===== src/rtl/traffic_light_pkg.sv =====
// rtl/traffic_light_pkg.sv - lamp encodings, phase enum and phase-to-lamp decode
// Purpose: shared lamp constants, phase-state typedef and the Moore decode
//          from phase to the four lamp values.
// Optional feature: TLC_ALL_RED_EN adds the all-red clearance phase S7.
package traffic_light_pkg;

  typedef logic [2:0] lamp_t;

  localparam lamp_t RED    = 3'b100;
  localparam lamp_t YELLOW = 3'b010;
  localparam lamp_t GREEN  = 3'b001;

  typedef enum logic [2:0] {
    S1 = 3'd0,
    S2 = 3'd1,
    S3 = 3'd2,
    S4 = 3'd3,
    S5 = 3'd4,
`ifdef TLC_ALL_RED_EN
    S6 = 3'd5,
    S7 = 3'd6
`else
    S6 = 3'd5
`endif
  } phase_e;

  typedef struct packed {
    lamp_t m1;
    lamp_t m2;
    lamp_t mt;
    lamp_t s;
  } lamps_t;

  // Unknown encodings decode to all-red so a corrupted state can never
  // show a conflicting green for the one cycle before recovery.
  function automatic lamps_t decode_phase(phase_e p);
    lamps_t l;
    case (p)
      S1:      l = '{m1: GREEN,  m2: GREEN,  mt: RED,    s: RED};
      S2:      l = '{m1: GREEN,  m2: YELLOW, mt: RED,    s: RED};
      S3:      l = '{m1: GREEN,  m2: RED,    mt: GREEN,  s: RED};
      S4:      l = '{m1: YELLOW, m2: RED,    mt: YELLOW, s: RED};
      S5:      l = '{m1: RED,    m2: RED,    mt: RED,    s: GREEN};
      S6:      l = '{m1: RED,    m2: RED,    mt: RED,    s: YELLOW};
      default: l = '{m1: RED,    m2: RED,    mt: RED,    s: RED};
    endcase
    return l;
  endfunction

endpackage


===== src/rtl/tlc_phase_timer.sv =====
// rtl/tlc_phase_timer.sv - per-phase cycle counter
// Purpose: counts cycles spent in the current phase.
// Ports:   clk   - clock
//          rst   - synchronous active-low reset, forces count to 0
//          clear - restart count at 0 on the next edge (phase change)
//          count - cycles elapsed in the current phase (CNT_W bits)
module tlc_phase_timer #(
  parameter int CNT_W = 4
) (
  input  logic             clk,
  input  logic             rst,
  input  logic             clear,
  output logic [CNT_W-1:0] count
);

  logic [CNT_W-1:0] count_q;

  always_ff @(posedge clk) begin
    if (!rst || clear) begin
      count_q <= '0;
    end else begin
      count_q <= count_q + CNT_W'(1);
    end
  end

  assign count = count_q;

endmodule


===== src/rtl/traffic_light_controller.sv =====
// rtl/traffic_light_controller.sv - six-phase traffic light Moore FSM
// Purpose: cycles S1..S6 (plus S7 all-red when TLC_ALL_RED_EN is defined)
//          with per-phase durations, driving registered one-hot lamps.
// Ports:   clk      - clock (1 cycle = 1 s nominal)
//          rst      - synchronous active-low reset
//          light_M1 - main road direction 1 lamp
//          light_M2 - main road direction 2 lamp
//          light_MT - main turn lamp
//          light_S  - side road lamp
// Macro:   TLC_ALL_RED_EN - inserts one all-red cycle between S6 and S1.
module traffic_light_controller
  import traffic_light_pkg::*;
#(
  parameter int T_MG  = 7,
  parameter int T_TG  = 5,
  parameter int T_SG  = 3,
  parameter int T_Y   = 2,
  parameter int CNT_W = 4
) (
  input  logic  clk,
  input  logic  rst,
  output lamp_t light_M1,
  output lamp_t light_M2,
  output lamp_t light_MT,
  output lamp_t light_S
);

  // Durations are 1..2^CNT_W, so duration-1 always fits in the timer.
  localparam logic [CNT_W-1:0] LAST_MG = CNT_W'(T_MG - 1);
  localparam logic [CNT_W-1:0] LAST_TG = CNT_W'(T_TG - 1);
  localparam logic [CNT_W-1:0] LAST_SG = CNT_W'(T_SG - 1);
  localparam logic [CNT_W-1:0] LAST_Y  = CNT_W'(T_Y - 1);

  phase_e           phase_q;
  phase_e           phase_d;
  phase_e           next_phase;
  lamps_t           lamps_q;
  logic [CNT_W-1:0] count;
  logic [CNT_W-1:0] last_cnt;
  logic             valid;
  logic             advance;

  tlc_phase_timer #(
    .CNT_W (CNT_W)
  ) u_timer (
    .clk   (clk),
    .rst   (rst),
    .clear (advance),
    .count (count)
  );

  always_comb begin
    last_cnt   = LAST_MG;
    next_phase = S1;
    valid      = 1'b1;
    case (phase_q)
      S1: begin last_cnt = LAST_MG; next_phase = S2; end
      S2: begin last_cnt = LAST_Y;  next_phase = S3; end
      S3: begin last_cnt = LAST_TG; next_phase = S4; end
      S4: begin last_cnt = LAST_Y;  next_phase = S5; end
      S5: begin last_cnt = LAST_SG; next_phase = S6; end
`ifdef TLC_ALL_RED_EN
      S6: begin last_cnt = LAST_Y;  next_phase = S7; end
      S7: begin last_cnt = '0;      next_phase = S1; end
`else
      S6: begin last_cnt = LAST_Y;  next_phase = S1; end
`endif
      default: begin
        valid      = 1'b0;
        next_phase = S1;
      end
    endcase
    // An illegal encoding forces an immediate jump to S1 and clears the timer.
    advance = !valid || (count == last_cnt);
    phase_d = advance ? next_phase : phase_q;
  end

  // Lamps are registered from the next phase so they always match phase_q.
  always_ff @(posedge clk) begin
    if (!rst) begin
      phase_q <= S1;
      lamps_q <= decode_phase(S1);
    end else begin
      phase_q <= phase_d;
      lamps_q <= decode_phase(phase_d);
    end
  end

  assign light_M1 = lamps_q.m1;
  assign light_M2 = lamps_q.m2;
  assign light_MT = lamps_q.mt;
  assign light_S  = lamps_q.s;

endmodule


===== config.mk =====
export PLATFORM = sky130hd
export DESIGN_NAME = traffic_light_controller
export DESIGN_NICKNAME = d
export VERILOG_FILES = /design/src/rtl/traffic_light_pkg.sv /design/src/rtl/tlc_phase_timer.sv /design/src/rtl/traffic_light_controller.sv
export SDC_FILE = /design/constraint.sdc
export NUM_CORES = 1
export LEC_CHECK = 0
export BUFFER_PORTS_ARGS = -buffer_cell sky130_fd_sc_hd__buf_4
export CORE_ASPECT_RATIO = 0.9
export CORE_MARGIN = 8
export CORE_UTILIZATION = 30
export CTS_BUF_LIST = sky130_fd_sc_hd__clkbuf_2
export CTS_CLUSTER_SIZE = 40
export DETAILED_ROUTE_END_ITERATION = 12
export SKIP_CTS_REPAIR_TIMING = 1
export SLEW_MARGIN = 25
export SYNTH_ARGS = -nofsm -noshare
export SYNTH_HDL_FRONTEND = slang
export SYNTH_SLANG_ARGS = --single-unit

===== constraint.sdc =====
create_clock -name clk -period 2 [get_ports clk]
set_input_delay 0.5 -clock clk [delete_from_list [all_inputs] [get_ports clk]]
set_output_delay 0.5 -clock clk [all_outputs]
set_load 0.03 [all_outputs]

; ---- After elaboration in Yosys (flattened, before gate mapping)
; Index checks and enable logic that the tools add are counted.
[totals]
n_memories = 0
regBits = 19
output_inout_bits = 12
elab_cells = 31
ram_bits = 0
latchBits = 0
rom_bits = 0
in_bits = 2
[classes]
mul = 0
bitwise = 0
n_eq_ne = 11
shifts = 0
reduce_logical = 8
add_sub_neg = 1
order_cmp = 0
mux = 5
div = 0
[ops]
columns = operator, n
row1 = one-hot mux 12 bit (6 select lines), 1
row2 = one-hot mux 3 bit (5 select lines), 1
row3 = "equality test 3 x 2 -> 1 bit, second input constant", 4
row4 = "equality test 3 bit, second input constant", 4
row5 = one-hot mux 3 bit (3 select lines), 1
row6 = "equality test 3 x 1 -> 1 bit, second input constant", 2
row7 = logical NOT 3 bit, 2
row8 = OR reduction 6 bit, 1
row9 = "adder 4 x 1 -> 4 bit, second input constant", 1
row10 = equality test 4 bit, 1
row11 = 2-to-1 mux 3 bit, 1
row12 = OR reduction 3 bit, 1
row13 = logical NOT 1 bit, 2
row14 = logical OR 1 bit, 2
row15 = 2-to-1 mux 1 bit, 1

; ---- Logic depth before layout (Yosys ltp)
; Gate-level depths: netlist (run 1).
[depth]
ltp_word = 8
depth_mapped = 6
ltp_nobuf = 4

; ---- Hierarchy
; Synthesis (run 1) repeated with hierarchy kept, for this count alone.
[unflattened]
hier_cells = 98
area_unflattened_um2 = 930.9
[modules_own_cells]
columns = module, seq_area_each_um2, n_inst, cells_each, area_per_inst_um2
row1 = traffic_light_controller, 280.3, 1, 83, 775.7
row2 = tlc_phase_timer, 80.1, 1, 15, 155.1

; ---- Worst setup path before layout (run 1)
; No wires, ideal clock.
[synth_timing]
path_type = reg2reg
startpoint = reg u_timer.count_q[2] (netlist: u_timer.count[2])
endpoint = reg lamps_q (netlist bit light_M1[1])
arrival_ns = 1.580
period_less_slack_ns = 1.652
path_slack_ns = 0.348
n_path_buf = 2
stages_incl_launch_ff = 7
t_required_ns = 1.928
setup_time_ns = 0.072
cell_sequence = dfxtp_1 buf_6 a211o_1 a21o_4 a211oi_4 buf_6 mux2i_1
[synth_between]
elab_chain_len = 5
elab_cells_between_ends = 10
cone_classes = eq/ne (6) / mux (2) / reduce/logical (2)
[synth_lines]
columns = item, line_no
row1 = start: declaration, tlc_phase_timer.sv:16  ; logic [CNT_W-1:0] count_q;
row2 = start signal: assignment, tlc_phase_timer.sv:22  ; count_q <= count_q + CNT_W'(1);
row3 = equality test 4 bit (*), traffic_light_controller.sv:74  ; advance = !valid || (count == last_cnt);
row4 = logical OR 1 bit (*), traffic_light_controller.sv:74
row5 = 2-to-1 mux 3 bit (*), traffic_light_controller.sv:75  ; phase_d = advance ? next_phase : phase_q;
row6 = equality test 3 bit (tied with other cells), traffic_light_pkg.sv:38  ; case (p)
row7 = one-hot mux 12 bit (6 select lines) (*), traffic_light_pkg.sv:38
row8 = end signal: assignment, traffic_light_controller.sv:82  ; lamps_q <= decode_phase(S1);
row9 = end signal: assignment, traffic_light_controller.sv:85  ; lamps_q <= decode_phase(phase_d);
row10 = end: declaration, traffic_light_controller.sv:37  ; lamps_t lamps_q;
; Every way passes the cells marked *; elsewhere a longest branch is shown, timed or not.
; A chain may end at the register's enable or synchronous reset.

; ---- Worst setup path after layout (run 1)
[layout_timing]
startpoint = reg phase_q[1]
endpoint = reg lamps_q (netlist bit light_M2[1])
[layout_between]
elab_chain_len = 8
elab_cells_between_ends = 22
cone_classes = eq/ne (11) / mux (5) / reduce/logical (6)
[layout_lines]
columns = item, line_no
row1 = start: declaration, traffic_light_controller.sv:34  ; phase_e phase_q;
row2 = start signal: assignment, traffic_light_controller.sv:84  ; phase_q <= phase_d;
row3 = equality test 3 x 2 -> 1 bit (tied with other cells), traffic_light_controller.sv:56  ; case (phase_q)
row4 = OR reduction 3 bit (no source line) / OR reduction 6 bit (equally long branches), -
row5 = one-hot mux 3 bit (3 select lines) / 2-to-1 mux 1 bit (equally long branches), traffic_light_controller.sv:56
row6 = equality test 4 bit / logical NOT 1 bit (equally long branches), traffic_light_controller.sv:74
row7 = logical OR 1 bit, traffic_light_controller.sv:74
row8 = 2-to-1 mux 3 bit (*), traffic_light_controller.sv:75
row9 = equality test 3 bit (tied with other cells), traffic_light_pkg.sv:38
row10 = one-hot mux 12 bit (6 select lines) (*), traffic_light_pkg.sv:38
; Marked as above.

==> results of run 1 <==
==> state kept, by name (all words and copies together), names as in the netlist <==
signal	cells
u_timer.count	4
light_M1	3
light_M2	3
light_S	3
phase_q	3
light_MT	2
==> path summary, 6_finish.rpt <==
check                      to  slack (ns)  depth (start not counted)
min reg2reg  u_timer.count[0]        0.60                          1
max reg2reg       light_M2[1]        0.20                          5
min               light_M1[0]        0.44                          2
max               light_M2[1]        0.20                          5
==> routing by layer <==
layer | vias to the layer above | global-route usage [%]
met5 | - | 0
met4 | 0 | 2.993
met3 | 2 | 3.846
met2 | 12 | 11.82
met1 | 291 | 8.355
li1 | 329 | -
==> cells in the final DEF (no fill, tap or decap), types with 2 or more instances in the layout <==
master,instances
a21oi_1,2
nor3_1,3
dfxtp_1,18
or2_2,2
mux2i_1,5
a21o_1,4
a32o_1,2
buf_4,14
nand2b_1,2
nor2b_1,3
xor2_1,3
clkbuf_2,3
nand2_1,12
==> synth_stat cells (2+ instances only) <==
library cell	instances	area, um2
dfxtp_1	18	360.4
mux2i_1	5	50.05
nor3_1	3	15.01
nand2b_1	2	12.51
buf_4	2	15.01
nor2b_1	3	18.77
buf_2	2	10.01
a21oi_1	2	10.01
buf_6	2	22.52
or2_2	2	12.51
a32o_1	2	20.02
a21o_1	4	30.03
xor2_1	3	26.28
nand2_1	12	45.04
clkbuf_1	2	7.510
==> logic make-up (layout without fill, tap and decap cells) <==
kind of cell | count (synthesis) | after routing | share of synthesized area (%)
AND/OR/NAND/NOR | 29 | 29 | 16.62
AO/OA/AOI/OAI | 21 | 21 | 24.72
flip-flops | 18 | 18 | 40.91
buffers and inverters | 9 | 19 | 6.675
multiplexers | 5 | 5 | 5.682
XOR/XNOR | 4 | 4 | 3.978
adder cells (fa/ha/maj) | 1 | 1 | 1.420
==> area by class of cell <==
| class | count | area [um2] | area share (%) |
|---|---|---|---|
| timing repair buffer | 14 | 105.1 | 10.51 |
| sequential | 18 | 360.3 | 36.05 |
| clock buffer | 3 | 15.01 | 1.502 |
| tap | 40 | 50.05 | 5.006 |
| inverter | 1 | 3.754 | 0.3755 |
| clock inverter | 1 | 3.754 | 0.3755 |
| multi-input combinational | 60 | 461.7 | 46.18 |
==> worst reg2reg max path, cell delays in order (launching register included) <==
cell      delay [ns]
dfxtp_1         0.60
nand4_1         0.18
a21o_4          0.28
a211oi_4        0.24
buf_4           0.24
mux2i_1         0.21
==> stage by stage <==
stage | area, um2 | worst slack [ns] | std cells | hold WS, ns | power, mW
floorplan | 880.8 | 0.3485 | 87 | 0.5270 | 0.4643
global placement | 980.9 | 0.2599 | 133 | 0.5843 | 0.4755
detailed placement | 980.9 | 0.2319 | 133 | 0.5870 | 0.4766
CTS | 999.7 | 0.1936 | 137 | 0.4281 | 0.6330
global route | 999.7 | 0.04374 | 137 | 0.4322 | 0.6579
finish | 999.7 | 0.2003 | 137 | 0.4403 | 0.6221
==> where the power goes <==
part           internal [mW]  total [mW]  leakage [nW]  switching, mW
clock network         0.0435       0.154        0.0140          0.110
logic                 0.0385      0.0823         0.251         0.0438
registers              0.370       0.386         0.146         0.0162
==> out/qor.txt, run 1 <==
Critical path class = flop to flop
CTS sink count = 18
Worst Setup SP = phase_q[1]
CTS buffer count = 3
Seq cells post-synth = 18
Die width = 73.12 um
Number of global-route vias before repair = 619
Distinct cells, synth = 38
Peak Freq = 555.6 MHz
Dominant synthesized flop cell = dfxtp_1
Crit path capture type = flop
Post-route setup TNS = 0 ns
Util after Layout = 36.09%
Launching point of the worst reg2reg path = phase_q[1]
Hold Vio Cnt, Final = 0
Family with the most delay on the worst path = flip-flops
Post-Syn Area per Cell = 10.12 um2
Via density = 4.628
Die Ht = 67.41 um
GRT overflow = 0
CTS Buffer Depth = 2
Ys async rst share = 0%
Number of port buffers = 13
Filler cell count = 292
Max-slew violations = 0
Core Area = 2770 um2
Tmin final = 1.800 ns
Crit-path cells = nand4_1, a21o_4, a211oi_4, buf_4, mux2i_1
# H-tree levels = 1
Worst min path class = primary input to flop
M1 WL = 792 um
Routed WL = 1613 um
Die Area = 4928 um2
Register area share after synthesis = 40.91%
Initial antenna violation count = 0
Via Count = 634
Met2 wire len = 696 um
Initial drt markers = 15
Least-Margin Pin Slew = 0.4029 ns
Slowest stage delay, CP = 0.60 ns
Largest net degree at the start of global routing = 14
Routability cong. = 0.7598
Hpwl dp = 1231 um
Final ANT Viol Nets = 0
Fin Clk Skew = 0.009368 ns
First-pass GRT wire length = 2835 um
Slew Limit Headroom = 73.10%
Share of layout cells above drive strength 1 = 23.71%
Fin crit share = 89.99%
CP max-delay cell = dfxtp_1
Metal3 WL = 106 um
Syn Nets = 90
WP data required = 2.25 ns
Synthesized cell area = 880.8 um2
Synth Instances = 87
Synthesis Warnings = 0
Clk root buf = clkbuf_2
Io pins = 14
Initial core utilization = 31.80%
Worst path buffer plus inverter count = 1
RSZ-0062 raised after global routing = no
TritonRoute pass-1 iters = 4
Startpoint Class = flop
Final nets = 101
Final setup vio count = 0
Clk_lat worst skew = 0.30 ns
DR top layer = met4
Power per Cell Area = 622.3 nW/um2
EDFF count, synth = 0
Tot GR Track Use = 7.455%
Antenna cells = 0
P&R area growth vs syn = 13.49%
Hold wc startpoint = rst
Crit path arrival time = 2.05 ns
Leakage = 0.4111 nW
CTS tree = yes
Reg clk slew, reported paths = 0.17 ns
# Max-Cap Violations = 0
VDD IR max = 0.2444 mV
# DRC = 0
Avg WL per Cell = 11.77 um
FP Rows = 18
CP max FO = 13
Status = complete, no violations
Power figures use the tool's default switching activity.
==> inputs of run 2 (changes only) <==
--- a/config.mk
+++ b/config.mk
@@ -5,6 +5,7 @@
 export SDC_FILE = /design/constraint.sdc
 export NUM_CORES = 1
 export LEC_CHECK = 0
+export ABC_AREA = 1
 export BUFFER_PORTS_ARGS = -buffer_cell sky130_fd_sc_hd__buf_4
 export CORE_ASPECT_RATIO = 0.9
 export CORE_MARGIN = 8
==> run 2 against run 1 <==
Net effect: core utilization grew 1.3 points; area after synthesis shrank 13%; wire length shrank 15%; worst setup slack gained 0.28 ns; largest power group unchanged; sequential power shrank 3%; first-iteration DRC count shrank 40%; flip-flop and latch count is the same.
==> out/qor.txt, run 2 <==
Largest net degree at the start of global routing = 11
CTS buffer count = 3
First-pass GRT wire length = 2449 um
Commonest non-fill, non-tap cell in the layout = dfxtp_1
Seq cells post-synth = 18
Main area contributors after synthesis = dfxtp_1 (47%), nand2_2 (9.0%), nand3_1 (6.6%)
Number of port buffers = 13
CTS Buffer Depth = 2
Tmin final = 1.519 ns
Io pins = 14
Initial antenna violation count = 0
TritonRoute pass-1 iters = 4
Number of global-route vias before repair = 571
CP max FO = 5
Ys async rst share = 0%
Register area share after synthesis = 47.21%
VDD IR max = 0.4064 mV
Critical path class = flop to flop
Synth area leader = dfxtp_1
# H-tree levels = 1
Synth top area share = 47.21%
Hpwl dp = 1125 um
Clk_lat worst skew = 0.29 ns
Via Count = 573
Area of the multi-input gates = 346.6 um2
Routability cong. = 0.7836
Final Hold Slack = 0.4382 ns
Initial drt markers = 9
Hold Vio Cnt, Final = 0
Synth Instances = 87
GRT overflow = 0
Antenna cells = 0
CTS tree = yes
Post-Syn Area per Cell = 8.773 um2
CTS sink count = 18
Core Area = 2425 um2
Max-slew violations = 0
FP Rows = 17
Crit path arrival time = 1.72 ns
Routed WL = 1364 um
Syn Nets = 90
Initial core utilization = 31.48%
Commonest non-fill, non-tap cells in the layout = dfxtp_1 (18), buf_4 (13), inv_1 (12)
RSZ-0062 raised after global routing = no
Leakage = 0.4574 nW
# DRC = 0
Final setup vio count = 0
P&R area growth vs syn = 18.85%
Power per Cell Area = 637.3 nW/um2
Storage element area = 360.3 um2
Die Area = 4416 um2
Via density = 4.374
WP data required = 2.20 ns
Least-Margin Pin Slew = 0.1976 ns
Clk root buf = clkbuf_2
Dominant synthesized flop cell = dfxtp_1
# Max-Cap Violations = 0
Die width = 69.17 um
Synthesized cell area = 763.2 um2
Final ANT Viol Nets = 0
Synth top cells by count = dfxtp_1 (18), inv_1 (12), nand2_2 (11)
Filler cell count = 264
Distinct cells, synth = 21
Max FFs per register = 4
Startpoint Class = flop
Tot GR Track Use = 6.605%
Worst min path class = primary input to flop
Fin Clk Skew = 0.004120 ns
Avg WL per Cell = 10.41 um
Slew Limit Headroom = 86.78%
Die Ht = 63.85 um
Synthesis Warnings = 0
Peak Freq = 658.4 MHz
Share of layout cells above drive strength 1 = 37.86%
Post-route setup TNS = 0 ns
Fin crit share = 75.95%
Final nets = 107
EDFF count, synth = 0
Status = complete, no violations
Reg clk slew, reported paths = 0.16 ns
Crit path capture type = flop
Most common cell in the netlist = dfxtp_1
==> run 2: cell types whose count changed in the layout (fill, tap and decap cells not counted), moves of 3 or more <==
cell,change
inv_1,+11
nand2_2,+11
nand3_1,+9
mux2i_1,-5
nor2_1,+5
a21o_1,-4
nand2_1,-3
nand2_4,+3
nor3_1,-3
==> run 2: power breakdown <==
group / leakage (nW) / switching (mW) / internal [mW]
sequential: 0.146 / 0.00702 / 0.366
clock: 0.0140 / 0.104 / 0.0435
combinational: 0.298 / 0.0358 / 0.0213
total: 0.457 / 0.147 / 0.431
==> run 2: worst paths after layout <==
check / from / to / slack, ns / cells after the start
worst min-delay path: rst / light_MT[2] / 0.44 / 2
worst min register to register: u_timer.count[0] / u_timer.count[0] / 0.50 / 1
worst max register to register: phase_q[2] / light_M1[0] / 0.48 / 11
worst max-delay path: phase_q[2] / light_M1[0] / 0.48 / 11
==> run 2: critical path: stages (launching register included) <==
cell and delay, ns:
dfxtp_1 0.43, inv_1 0.10, nand2_2 0.10, nand2_2 0.08, nand2_2 0.06, nand2_2 0.06, nor2_4 0.12, nand2_4 0.08
nand2_2 0.08, nand3_2 0.12, nand2_2 0.11, nand3_1 0.07
==> run 2: routing by layer <==
metal	routed length, um	vias up	track usage, %
li1	-	301	-
met1	606	254	6.778
met3	86	2	2.160
met2	644	16	10.93
met4	27	0	5.371
met5	0	-	0
==> run 2: layout make-up <==
| class | count | area share, % |
|---|---|---|
| sequential | 18 | 39.72 |
| multi-input combinational | 55 | 38.21 |
| timing repair buffer | 13 | 10.76 |
| inverter | 13 | 5.379 |
| tap | 28 | 3.862 |
| clock buffer | 3 | 1.655 |
| clock inverter | 1 | 0.4138 |
==> run 2: cell families (layout without fill, tap and decap cells) <==
kind of cell	count (synthesis)	in the layout	share of synthesized area [%]
AND/OR/NAND/NOR	49	49	38.69
AO/OA/AOI/OAI	3	3	2.787
XOR/XNOR	2	2	2.296
buffers and inverters	14	30	7.377
adder cells (fa/ha/maj)	1	1	1.639
flip-flops	18	18	47.21
==> run 2: stage by stage <==
| stage | area, um2 | worst slack [ns] | std cells | util (%) | total power, mW |
|---|---|---|---|---|---|
| after floorplan | 763.2 | 0.6548 | 87 | - | 0.4250 |
| after global placement | 888.4 | 0.5335 | 127 | 36.64 | 0.4356 |
| after detailed placement | 888.4 | 0.5096 | 127 | 36.64 | 0.4387 |
| after CTS | 907.1 | 0.4786 | 131 | 37.41 | 0.5894 |
| after global routing | 907.1 | 0.2749 | 131 | 37.41 | 0.6100 |
| final | 907.1 | 0.4811 | 131 | 37.41 | 0.5781 |
